==> config.mk <==
export PLATFORM = sky130hd
export DESIGN_NAME = muldiv_unit
export DESIGN_NICKNAME = d
export VERILOG_FILES = /design/src/rtl/muldiv_unit.sv
export SDC_FILE = /design/constraint.sdc
export NUM_CORES = 1
export LEC_CHECK = 0
export ABC_AREA = 1
export ABC_CLOCK_PERIOD_IN_PS = 6400
export CORE_ASPECT_RATIO = 1.1
export CORE_UTILIZATION = 45
export CTS_CLUSTER_DIAMETER = 100
export DETAILED_ROUTE_END_ITERATION = 10
export PLACE_DENSITY_LB_ADDON = 0.3
export SYNTH_ARGS = -nofsm -noshare
export SYNTH_HDL_FRONTEND = slang
export SYNTH_SLANG_ARGS = --single-unit
==> constraint.sdc <==
create_clock -name clk -period 6.4 [get_ports clk]
set_clock_uncertainty 0.1 [all_clocks]
set_input_delay 1.28 -clock clk [delete_from_list [all_inputs] [get_ports clk]]
set_output_delay 1.28 -clock clk [all_outputs]
set_load 0.01 [all_outputs]
==> src/rtl/muldiv_unit.sv <==
// RV32M multiply/divide unit: radix-2 shift-add multiply and restoring divide,
// one iteration per cycle, with sign fix-up and a one-cycle done pulse.
module muldiv_unit #(
    parameter int XLEN = 32
) (
    input  logic            clk,
    input  logic            reset,
    input  logic            start,
    input  logic [2:0]      op,
    input  logic [XLEN-1:0] a,
    input  logic [XLEN-1:0] b,
    input  logic            abort,
    output logic            ready,
    output logic            done,
    output logic [XLEN-1:0] result
);
    localparam int CW = $clog2(XLEN) + 1;
    localparam logic [XLEN-1:0] MIN_NEG = {1'b1, {(XLEN-1){1'b0}}};

    localparam logic [2:0] OP_MUL    = 3'd0;
    localparam logic [2:0] OP_MULH   = 3'd1;
    localparam logic [2:0] OP_MULHSU = 3'd2;
    localparam logic [2:0] OP_MULHU  = 3'd3;
    localparam logic [2:0] OP_DIV    = 3'd4;
    localparam logic [2:0] OP_REM    = 3'd6;

    typedef enum logic [1:0] {IDLE, CALC, FIX, DONE} state_t;

    state_t              state_q, state_d;
    logic [2:0]          op_q, op_d;
    logic                sign_a_q, sign_a_d, sign_b_q, sign_b_d;
    logic [CW-1:0]       cnt_q, cnt_d;
    logic [2*XLEN-1:0]   acc_q, acc_d;
    logic [XLEN-1:0]     bmag_q, bmag_d;
    logic [XLEN-1:0]     result_q, result_d;

    logic                a_signed, b_signed, sa, sb, ovf;
    logic [XLEN-1:0]     amag, bmag;
    logic [XLEN:0]       mul_sum, div_tmp, div_diff;
    logic [2*XLEN-1:0]   mul_next, div_next, prod_fix;
    logic [XLEN-1:0]     quot, rem, fix_res;

    always_comb begin
        a_signed = (op == OP_MULH) || (op == OP_MULHSU) || (op == OP_DIV) || (op == OP_REM);
        b_signed = (op == OP_MULH) || (op == OP_DIV) || (op == OP_REM);
        sa       = a_signed & a[XLEN-1];
        sb       = b_signed & b[XLEN-1];
        amag     = sa ? -a : a;
        bmag     = sb ? -b : b;
        ovf      = ((op == OP_DIV) || (op == OP_REM)) && (a == MIN_NEG) && (b == '1);
    end

    // acc holds {product} for multiply and {remainder, quotient} for divide
    always_comb begin
        mul_sum  = {1'b0, acc_q[2*XLEN-1:XLEN]} + (acc_q[0] ? {1'b0, bmag_q} : '0);
        mul_next = {mul_sum, acc_q[XLEN-1:1]};
        div_tmp  = {acc_q[2*XLEN-1:XLEN], acc_q[XLEN-1]};
        div_diff = div_tmp - {1'b0, bmag_q};
        div_next = div_diff[XLEN] ? {div_tmp[XLEN-1:0], acc_q[XLEN-2:0], 1'b0}
                                  : {div_diff[XLEN-1:0], acc_q[XLEN-2:0], 1'b1};
    end

    always_comb begin
        prod_fix = (sign_a_q ^ sign_b_q) ? -acc_q : acc_q;
        quot     = acc_q[XLEN-1:0];
        rem      = acc_q[2*XLEN-1:XLEN];
        case (op_q)
            OP_MUL:    fix_res = acc_q[XLEN-1:0];
            OP_MULH,
            OP_MULHSU: fix_res = prod_fix[2*XLEN-1:XLEN];
            OP_MULHU:  fix_res = acc_q[2*XLEN-1:XLEN];
            OP_DIV:    fix_res = (sign_a_q ^ sign_b_q) ? -quot : quot;
            OP_REM:    fix_res = sign_a_q ? -rem : rem;
            3'd5:      fix_res = quot;
            default:   fix_res = rem;
        endcase
    end

    always_comb begin
        state_d  = state_q;
        op_d     = op_q;
        sign_a_d = sign_a_q;
        sign_b_d = sign_b_q;
        cnt_d    = cnt_q;
        acc_d    = acc_q;
        bmag_d   = bmag_q;
        result_d = result_q;
        case (state_q)
            IDLE: begin
                if (start && !abort) begin
                    op_d     = op;
                    sign_a_d = sa;
                    sign_b_d = sb;
                    acc_d    = {{XLEN{1'b0}}, amag};
                    bmag_d   = bmag;
                    cnt_d    = '0;
                    state_d  = CALC;
                    // op[1] distinguishes REM/REMU from DIV/DIVU
                    if (op[2] && (b == '0)) begin
                        result_d = op[1] ? a : '1;
                        state_d  = DONE;
                    end else if (ovf) begin
                        result_d = op[1] ? '0 : a;
                        state_d  = DONE;
                    end
                end
            end
            CALC: begin
                acc_d = op_q[2] ? div_next : mul_next;
                cnt_d = cnt_q + CW'(1);
                if (cnt_q == CW'(XLEN-1))
                    state_d = FIX;
            end
            FIX: begin
                result_d = fix_res;
                state_d  = DONE;
            end
            default: state_d = IDLE;
        endcase
        if (abort && (state_q != IDLE)) begin
            state_d  = IDLE;
            result_d = result_q;
        end
    end

    always_ff @(posedge clk) begin
        if (reset) begin
            state_q  <= IDLE;
            op_q     <= '0;
            sign_a_q <= 1'b0;
            sign_b_q <= 1'b0;
            cnt_q    <= '0;
            acc_q    <= '0;
            bmag_q   <= '0;
            result_q <= '0;
        end else begin
            state_q  <= state_d;
            op_q     <= op_d;
            sign_a_q <= sign_a_d;
            sign_b_q <= sign_b_d;
            cnt_q    <= cnt_d;
            acc_q    <= acc_d;
            bmag_q   <= bmag_d;
            result_q <= result_d;
        end
    end

    assign ready  = (state_q == IDLE);
    assign done   = (state_q == DONE) && !abort;
    assign result = result_q;
endmodule

Word level (Yosys, flattened, before mapping)
Cells that the tools add are included. W data, S select, Z words.

Bits in registers: 141. Input port bits: 71. Output and inout port bits: 34. Word-level logic and storage cells: 88.

Add/sub/neg operators: 8. Equality and inequality tests: 18. Multiplexer cells: 24. Bitwise operators: 4. Reductions and logical operators: 26.

Operators by type and width (number): $mux W32 (10); $mux W64 (4); $neg A32 Y32 (4); $pmux W32 S4 (1); $pmux W64 S2 (1); $eq A32 B32 Y1 const B (2); $neg A64 Y64 (1); $pmux W32 S2 (1); $add A32 B32 Y33 (1); $sub A33 B32 Y33 (1); $logic_not A32 Y1 (1); $eq A3 B3 Y1 const B (5); $pmux W6 S2 (1); $mux W2 (4); $add A6 B1 Y6 const B (1); $eq A3 B1 Y1 const B (2); $eq A3 B2 Y1 const B (2); $eq A6 B5 Y1 const B (1); $logic_and A1 B1 Y1 (6); $logic_or A1 B1 Y1 (6); $mux W6 (1); $pmux W2 S3 (1); $reduce_and A2 Y1 (3); $reduce_bool A2 Y1 (3); other kinds (13) (17).

Longest topological paths before layout
Gate-level depths: netlist of run 1.

Word-level depth: 8. Depth in mapped cells: 19. Depth with buffers taken out: 18.

Worst setup path before layout of run 1
No wires, ideal clock.

Kind: input to register. Start point: in b[0]. End point: reg bmag_q[28]. Setup time: 109 ps. Data arrival time: 2712 ps. Required time: 6191 ps. Path slack: 3479 ps. Stages: 13. Buffers on the path: 0. Cells stage by stage: inv_1 > ha_1 > nand3_1 > nor2_1 > nand2_1 > nor3_1 > nand2_1 > o21ai_1 > o21ai_0 > a21oi_1 > o21ai_1 > nand2_1 > inv_1.

Word-level cells in the longest chain between the ends: 2.

RTL lines: from (decl) (line 11) `input logic [XLEN-1:0] b,`; $neg A32 Y32 (line 49) `bmag = sb ? -b : b;`; $mux W32 (line 49); to (signal assigned) (line 143) `bmag_q <= bmag_d;`; to (decl) (line 34) `logic [XLEN-1:0] bmag_q, bmag_d;`.

No other way between the ends. A chain may end at the register's enable or synchronous reset.

Worst setup path in the final report of run 1
Start point: in op[1]. End point: reg bmag_q[22].

Word-level cells in the longest chain between the ends: 5. Elaborated cells on any way between the ends: 7.

RTL lines: from (decl) (line 9) `input logic [2:0] op,`; $eq A3 B1 Y1 / $eq A3 B3 Y1 (equally long branches) (line 45) `b_signed = (op == OP_MULH) || (op == OP_DIV) || (op == OP_REM);`; $logic_or A1 B1 Y1 (line 45); $logic_or A1 B1 Y1 (*) (line 45); $and A1 B1 Y1 (*) (line 47) `sb = b_signed & b[XLEN-1];`; $mux W32 (*) (line 49).

Mark *: on every way between the ends. The rest lies on a longest branch, timed or not.

==> results of run 1 <==
cell type report:
type                       count  share of cell area [%]
clock buffer                  19                   2.240
clock inverter                11                  0.6075
inverter                     486                   9.226
multi-input combinational   2563                   64.36
sequential                   141                   14.28
tap                          507                   3.208
timing repair buffer         126                   6.075
power breakdown:
group / internal, W / leakage (nW) / switching, W / total (W)
Combinational: 0.00100 / 8.24 / 0.00227 / 0.00327
Sequential: 0.00102 / 1.15 / 0.000231 / 0.00125
Clock: 0.000578 / 0.271 / 0.000430 / 0.00101
Total: 0.00260 / 9.66 / 0.00293 / 0.00553
state kept, by name (all words and copies together), names as in the netlist:
| name | flops |
|---|---|
| acc_q | 64 |
| bmag_q | 32 |
| cnt_q | 6 |
| op_q | 3 |
| sign_a_q | 1 |
| result | 32 |
| state_q | 2 |
| sign_b_q | 1 |
layer usage:
layer	track usage [%]	up-vias	wire length, um
met1	43.17	9710	28280
met4	28.18	0	6769
met5	0	-	0
met2	56.43	1121	32310
li1	-	10850	-
met3	4.270	290	5397
per-stage QoR:
stage | total power (W) | utilization, % | cell area [um2] | hold slack (ns) | std cells
6_report | 0.005528 | 50.47 | 19770 | 0.3699 | 3853
5_1_grt | 0.005923 | 50.47 | 19770 | 0.3881 | 3853
4_1_cts | 0.005444 | 50.47 | 19770 | 0.3693 | 3853
3_5_place_dp | 0.004439 | 49.03 | 19210 | 0.3611 | 3823
3_3_place_gp | 0.004436 | 49.03 | 19210 | 0.3580 | 3823
2_1_floorplan | 0.003497 | - | 17910 | 0.3580 | 3317
final timing paths:
kind,slack (ns),to,from,cells past startpoint
worst max-delay path,2.31,bmag_q[22]$_SDFFE_PP0P_,op[1],11
worst max register to register,2.44,result[16]$_SDFFE_PP0P_,op_q[2]$_SDFFE_PP0P_,9
worst min-delay path,0.37,result[18]$_SDFFE_PP0P_,result[18]$_SDFFE_PP0P_,2
worst min register to register,0.37,result[18]$_SDFFE_PP0P_,result[18]$_SDFFE_PP0P_,2
cell usage in the layout, fill, tap and decap left out, drive strengths merged, types with 23 or more instances in the layout:
cell type / synthesis / final
a21oi: 288 / 288
a31oi: 27 / 27
buf: 40 / 23
clkdlybuf4s50: 0 / 103
dfxtp: 141 / 141
ha: 75 / 75
inv: 484 / 484
nand2: 883 / 883
nand3: 386 / 386
nand4: 46 / 46
nor2: 367 / 367
nor3: 53 / 53
o21ai: 295 / 295
xor2: 25 / 25
worst max-delay path: cells and delay by family:
family / cells / cell delay, ns
buf+inv: 4 / 1.77
simple gates: 3 / 0.70
compound gates: 3 / 0.48
xor+xnor: 1 / 0.09
cells by family (layout without fill, tap and decap cells):
group,after synthesis,after routing,share of synthesized area (%)
buf+inv,613,642,13.32
compound gates,660,660,19.70
simple gates,1783,1783,43.60
fa+ha+maj,79,79,5.575
flops,141,141,15.76
xor+xnor,41,41,2.047
==> flow_summary_export.csv, run 1 <==
group,metric,value,unit
synthesis,syn-cell-area,0.01791,mm2
global_route,grt_usage,35.52,%
global_route,grt_max_degree,94,
global_route,antenna_found_initial,0,
drt,dr.first_iter.drc_count,2346,
timing,min_period,4.094,ns
global_route,grt_overflow_total,0,
finish,layout-area-overhead-vs-synth,10.40,%
timing,hold_viol,0,
drt,wl_per_cell,18.88,um
clock_tree,cts_setup_buffers,0,
drt,via_per_inst,5.703,
setup_path,cp.required,6.64,ns
synthesis,ys_seq_elements,141,
drt,drc,0,
synthesis,yosys_warnings,0,
floorplanning,die_y,211.2,um
timing,setup_ws,2.306,ns
floorplanning,start_util,45.71,%
synthesis,synth_seq_area_share,15.76,%
placement,dp_hpwl,56510,um
synthesis,synth_cell_types,56,
drt,wl,72760,um
finish,antenna_cells,0,
synthesis,synth_top_area_share,17.92,%
power,vdd_drop_max,215.3,uV
run,cap_violations,0,
timing,setup-tns-final,0,ns
synthesis,synth_top_area_cell,"nand2_1",
status,status,"completed",
timing,setup_viol,0,
floorplanning,core_region_area,0.03918,mm2
drt,drt_pass1_iterations,8,
setup_path,max_stage_delay,0.68,ns
setup_path,cp.arrival,4.34,ns
timing,max_freq,244.2,MHz
timing,worst_pin_slew,0.9186,ns
finish,drive_above_1_share,5.081,%
synthesis,synth_area_leaders,"nand2_1 (18%), dfxtp_1 (16%), nand3_1 (10%)",
setup_path,crit_chain,"clkdlybuf4s50_1, inv_2, o21ai_1, nand2_1, nand2_1, inv_1, nand2_1, o21ai_0, xor2_1, o21ai_0, inv_1",
clock_tree,h-tree-depth,4,
drt,num_vias,21970,
placement,preCtsSetupSlack,1.924,ns
setup_path,path_common_cell,"nand2_1",
synthesis,yosysMostFrequentCell,"nand2_1",
clock_tree,cts_resized,0,
setup_path,cp-end-kind,"register",
clock_tree,cts.sinks,141,
floorplanning,rows,76,
floorplanning,die_w,192.2,um
setup_path,crit_path_start_kind,"input port",
setup_path,cpMaxStageDelayCell,"inv_2",
synthesis,synth_edf_count,0,
finish,finalNetCount,3483,
finish,multiInputGateArea,0.01273,mm2
global_route,grt_pass1_wl,110300,um
global_route,grt_pass1_vias,19610,
clock_tree,cts-root-buf,"clkbuf_16",
drt,ant_nets,0,
timing,drv_slew,0,
timing,slew_headroom,38.76,%
clock_tree,cts_buffers,17,
setup_path,path_max_fanout,64,
finish,fillerInstances,4340,
synthesis,synth_nets,3465,
clock_tree,clkTransAtPathRegs,0.06,ns
clock_tree,cts.path.max_buffers,2,
clock_tree,insertion_delay,0.45,ns
timing,period_share,63.98,%
power,p_per_area,279.6,mW/mm2
power,p_leak,9.665,nW
synthesis,synth_async_sr_flop_share,0,%
placement,port_buffers,104,
timing,grt_setup_unrepaired,"no",
clock_tree,cts_hold_buf,0,
floorplanning,fp.dieArea,0.04060,mm2
setup_path,path_class,"input port to register",
floorplanning,ios,105,
synthesis,ys.flop_type,"dfxtp_1",
synthesis,synthTopCellsByCount,"nand2_1 (855), inv_1 (465), nand3_1 (367), nor2_1 (352), o21ai_0 (278)",
clock_tree,cts_tree,"yes",
placement,place.gp.congestion,1.045,
finish,regArea,0.002824,mm2
synthesis,avgSynthCellArea,5.399,um2
synthesis,synthCells,3317,
min_path,hold_path.class,"register to register",
(Power assumes the default switching activity.)
==> run 2, diff against run 1 <==
--- a/config.mk
+++ b/config.mk
@@ -6,7 +6,7 @@
 export NUM_CORES = 1
 export LEC_CHECK = 0
 export ABC_AREA = 1
-export ABC_CLOCK_PERIOD_IN_PS = 6400
+export ABC_CLOCK_PERIOD_IN_PS = 4250
 export CORE_ASPECT_RATIO = 1.1
 export CORE_UTILIZATION = 45
 export CTS_CLUSTER_DIAMETER = 100
==> constraint.sdc (replaced) <==
create_clock -name clk -period 4.25 [get_ports clk]
set_clock_uncertainty 0.1 [all_clocks]
set_input_delay 0.85 -clock clk [delete_from_list [all_inputs] [get_ports clk]]
set_output_delay 0.85 -clock clk [all_outputs]
set_load 0.01 [all_outputs]
==> run 2 against run 1 <==
  * Utilization is 0.34 points higher
  * Critical path type unchanged
  * Critical endpoint is now result[15]$_SDFFE_PP0P_
  * Worst hold slack better by 0.018 ns
  * Largest cell class unchanged
  * Via count is 1.1% higher
==> flow_summary_export.csv, run 2 (synthesis results as in run 1) <==
group,metric,value,unit
status,status,"completed",
run,cap_violations,0,
floorplanning,fp.dieArea,0.04060,mm2
finish,multiInputGateArea,0.01273,mm2
floorplanning,core_region_area,0.03918,mm2
power,seqPwrFrac,22.1,%
timing,setup_viol,0,
clock_tree,cts_resized,0,
timing,min_period,3.439,ns
placement,place.gp.congestion,1.055,
drt,top_layer_used,"met4",
timing,max_freq,290.8,MHz
setup_path,cp_num_buf_inv,3,
timing,setup-tns-final,0,ns
drt,num_vias,22210,
clock_tree,h-tree-depth,4,
floorplanning,ios,105,
setup_path,path_class,"input port to register",
drt,dr.first_iter.drc_count,2057,
drt,via_per_inst,5.739,
power,p_comb_share,60.1,%
setup_path,path_common_cell,"nand4_1",
finish,regMostFlops,"acc_q",
finish,finalNetCount,3499,
clock_tree,insertion_delay,0.45,ns
setup_path,crit_path_start_kind,"input port",
global_route,grt_usage,36.12,%
finish,fin_util,50.81,%
power,p_switching,0.004517,W
finish,mostFrequentLayoutCells,"nand2_1 (855), inv_1 (464), nand3_1 (366)",
drt,wl_met3,5758,um
drt,drt_pass1_iterations,7,
setup_path,max_stage_delay,0.69,ns
clock_tree,cts_tree,"yes",
finish,fillerInstances,4341,
floorplanning,rows,76,
global_route,antenna_found_initial,0,
drt,wl,74910,um
setup_path,crit_chain,"clkdlybuf4s50_1, inv_1, ha_1, nand4_1, nor4_1, nand4_1, nand3_1, nand2_1, inv_2, o21ai_0, a21oi_1",
timing,worst_pin_slew,0.8831,ns
timing,period_share,80.91,%
clock_tree,cts-root-buf,"clkbuf_16",
finish,drive_above_1_share,5.562,%
global_route,grt_overflow_total,0,
clock_tree,cts.sinks,141,
clock_tree,cts_buffers,17,
setup_path,cp.arrival,3.71,ns
setup_path,path_max_fanout,33,
finish,stdcell_area,0.01991,mm2
placement,placed_area,0.01934,mm2
power,swShare,53.39,%
placement,preCtsSetupSlack,0.5098,ns
timing,hold_viol,0,
drt,m1WireLength,28400,um
drt,met2_length,33800,um
timing,setup_ws,0.8113,ns
timing,slew_headroom,41.13,%
setup_path,r2r_cells,11,
power,internal_power,0.003943,W
clock_tree,cts_hold_buf,0,
floorplanning,die_w,192.2,um
global_route,grt_pass1_wl,111900,um
power,vdd_drop_max,302.8,uV
finish,largest_reg_flops,64,
placement,port_buffers,104,
power,p_leak,9.750,nW
drt,ant_nets,0,
global_route,grt_pass1_vias,19870,
setup_path,critPathTopFamily,"simple AND/OR/NAND/NOR gates",
finish,final_common_cell,"nand2_1",
setup_path,cp-end-kind,"register",
setup_path,cpMaxStageDelayCell,"nor4_1",
drt,drc,0,
setup_path,r2r_slack,0.98,ns
floorplanning,start_util,45.71,%
clock_tree,cts_setup_buffers,0,
finish,regArea,0.002824,mm2
timing,grt_setup_unrepaired,"no",
power,p_per_area,425.0,mW/mm2
drt,wl_per_cell,19.36,um
power,p_total,0.008459,W
setup_path,cp.required,4.52,ns
setup_path,r2r-end,"acc_q[61]$_SDFFE_PP0P_",
clock_tree,cts.path.max_buffers,2,
min_path,worst_hold_startpoint,"cnt_q[1]$_SDFFE_PP0P_",
finish,layout-area-overhead-vs-synth,11.14,%
setup_path,reg2reg_from,"acc_q[0]$_SDFFE_PP0P_",
placement,dp_hpwl,58140,um
power,clockPowerShare,17.8,%
min_path,hold_end,"cnt_q[1]$_SDFFE_PP0P_",
finish,antenna_cells,0,
min_path,hold_path.class,"register to register",
global_route,grt_max_degree,73,
min_path,holdPathStages,2,
clock_tree,clkTransAtPathRegs,0.06,ns
timing,drv_slew,0,
floorplanning,die_y,211.2,um
[run 2: per-layer routing]
layer | GRT usage (%) | vias to the layer above
met5 | 0 | -
met1 | 41.36 | 9938
met4 | 30.03 | 0
li1 | - | 10880
met3 | 5.765 | 291
met2 | 58.78 | 1092
[run 2: power groups by stage]
stage / sequential (W) / combinational (W) / clock [W]
after CTS: 0.00186 / 0.00496 / 0.00151
final: 0.00187 / 0.00508 / 0.00151
after global routing: 0.00188 / 0.00558 / 0.00156
after floorplan: 0.00174 / 0.00353 / 0
after global placement: 0.00189 / 0.00491 / 0
after detailed placement: 0.00188 / 0.00493 / 0
[run 2: area by class of cell]
| type | instances | share of cell area (%) |
|---|---|---|
| multi-input combinational | 2563 | 63.93 |
| inverter | 486 | 9.165 |
| clock buffer | 18 | 2.206 |
| tap | 507 | 3.187 |
| timing repair buffer | 142 | 6.701 |
| sequential | 141 | 14.19 |
| clock inverter | 12 | 0.6223 |
[run 2: worst max path at each step]
stage	depth (start not counted)	startpoint	to	slack, ns
3_5_place_dp	11	a[12]	result[5]$_SDFFE_PP0P_	0.51
3_3_place_gp	11	a[12]	result[5]$_SDFFE_PP0P_	0.53
4_1_cts	10	a[12]	result[15]$_SDFFE_PP0P_	0.96
5_1_grt	10	a[12]	result[14]$_SDFFE_PP0P_	0.55
2_1_floorplan	15	acc_q[0]$_SDFFE_PP0P_	acc_q[61]$_SDFFE_PP0P_	1.56
6_report	11	a[0]	result[15]$_SDFFE_PP0P_	0.81
[run 2: worst min-delay path, cell delays in order (launching register included)]
cell     delay [ns]
dfxtp_1        0.32
nand2_1        0.07
a21oi_1        0.05
[run 2: per-stage QoR]
step	cells	hold slack, ns
floorplan	3317	0.3580
global placement	3839	0.3753
detailed placement	3839	0.3790
CTS	3869	0.3879
global route	3869	0.4142
finish	3869	0.3882
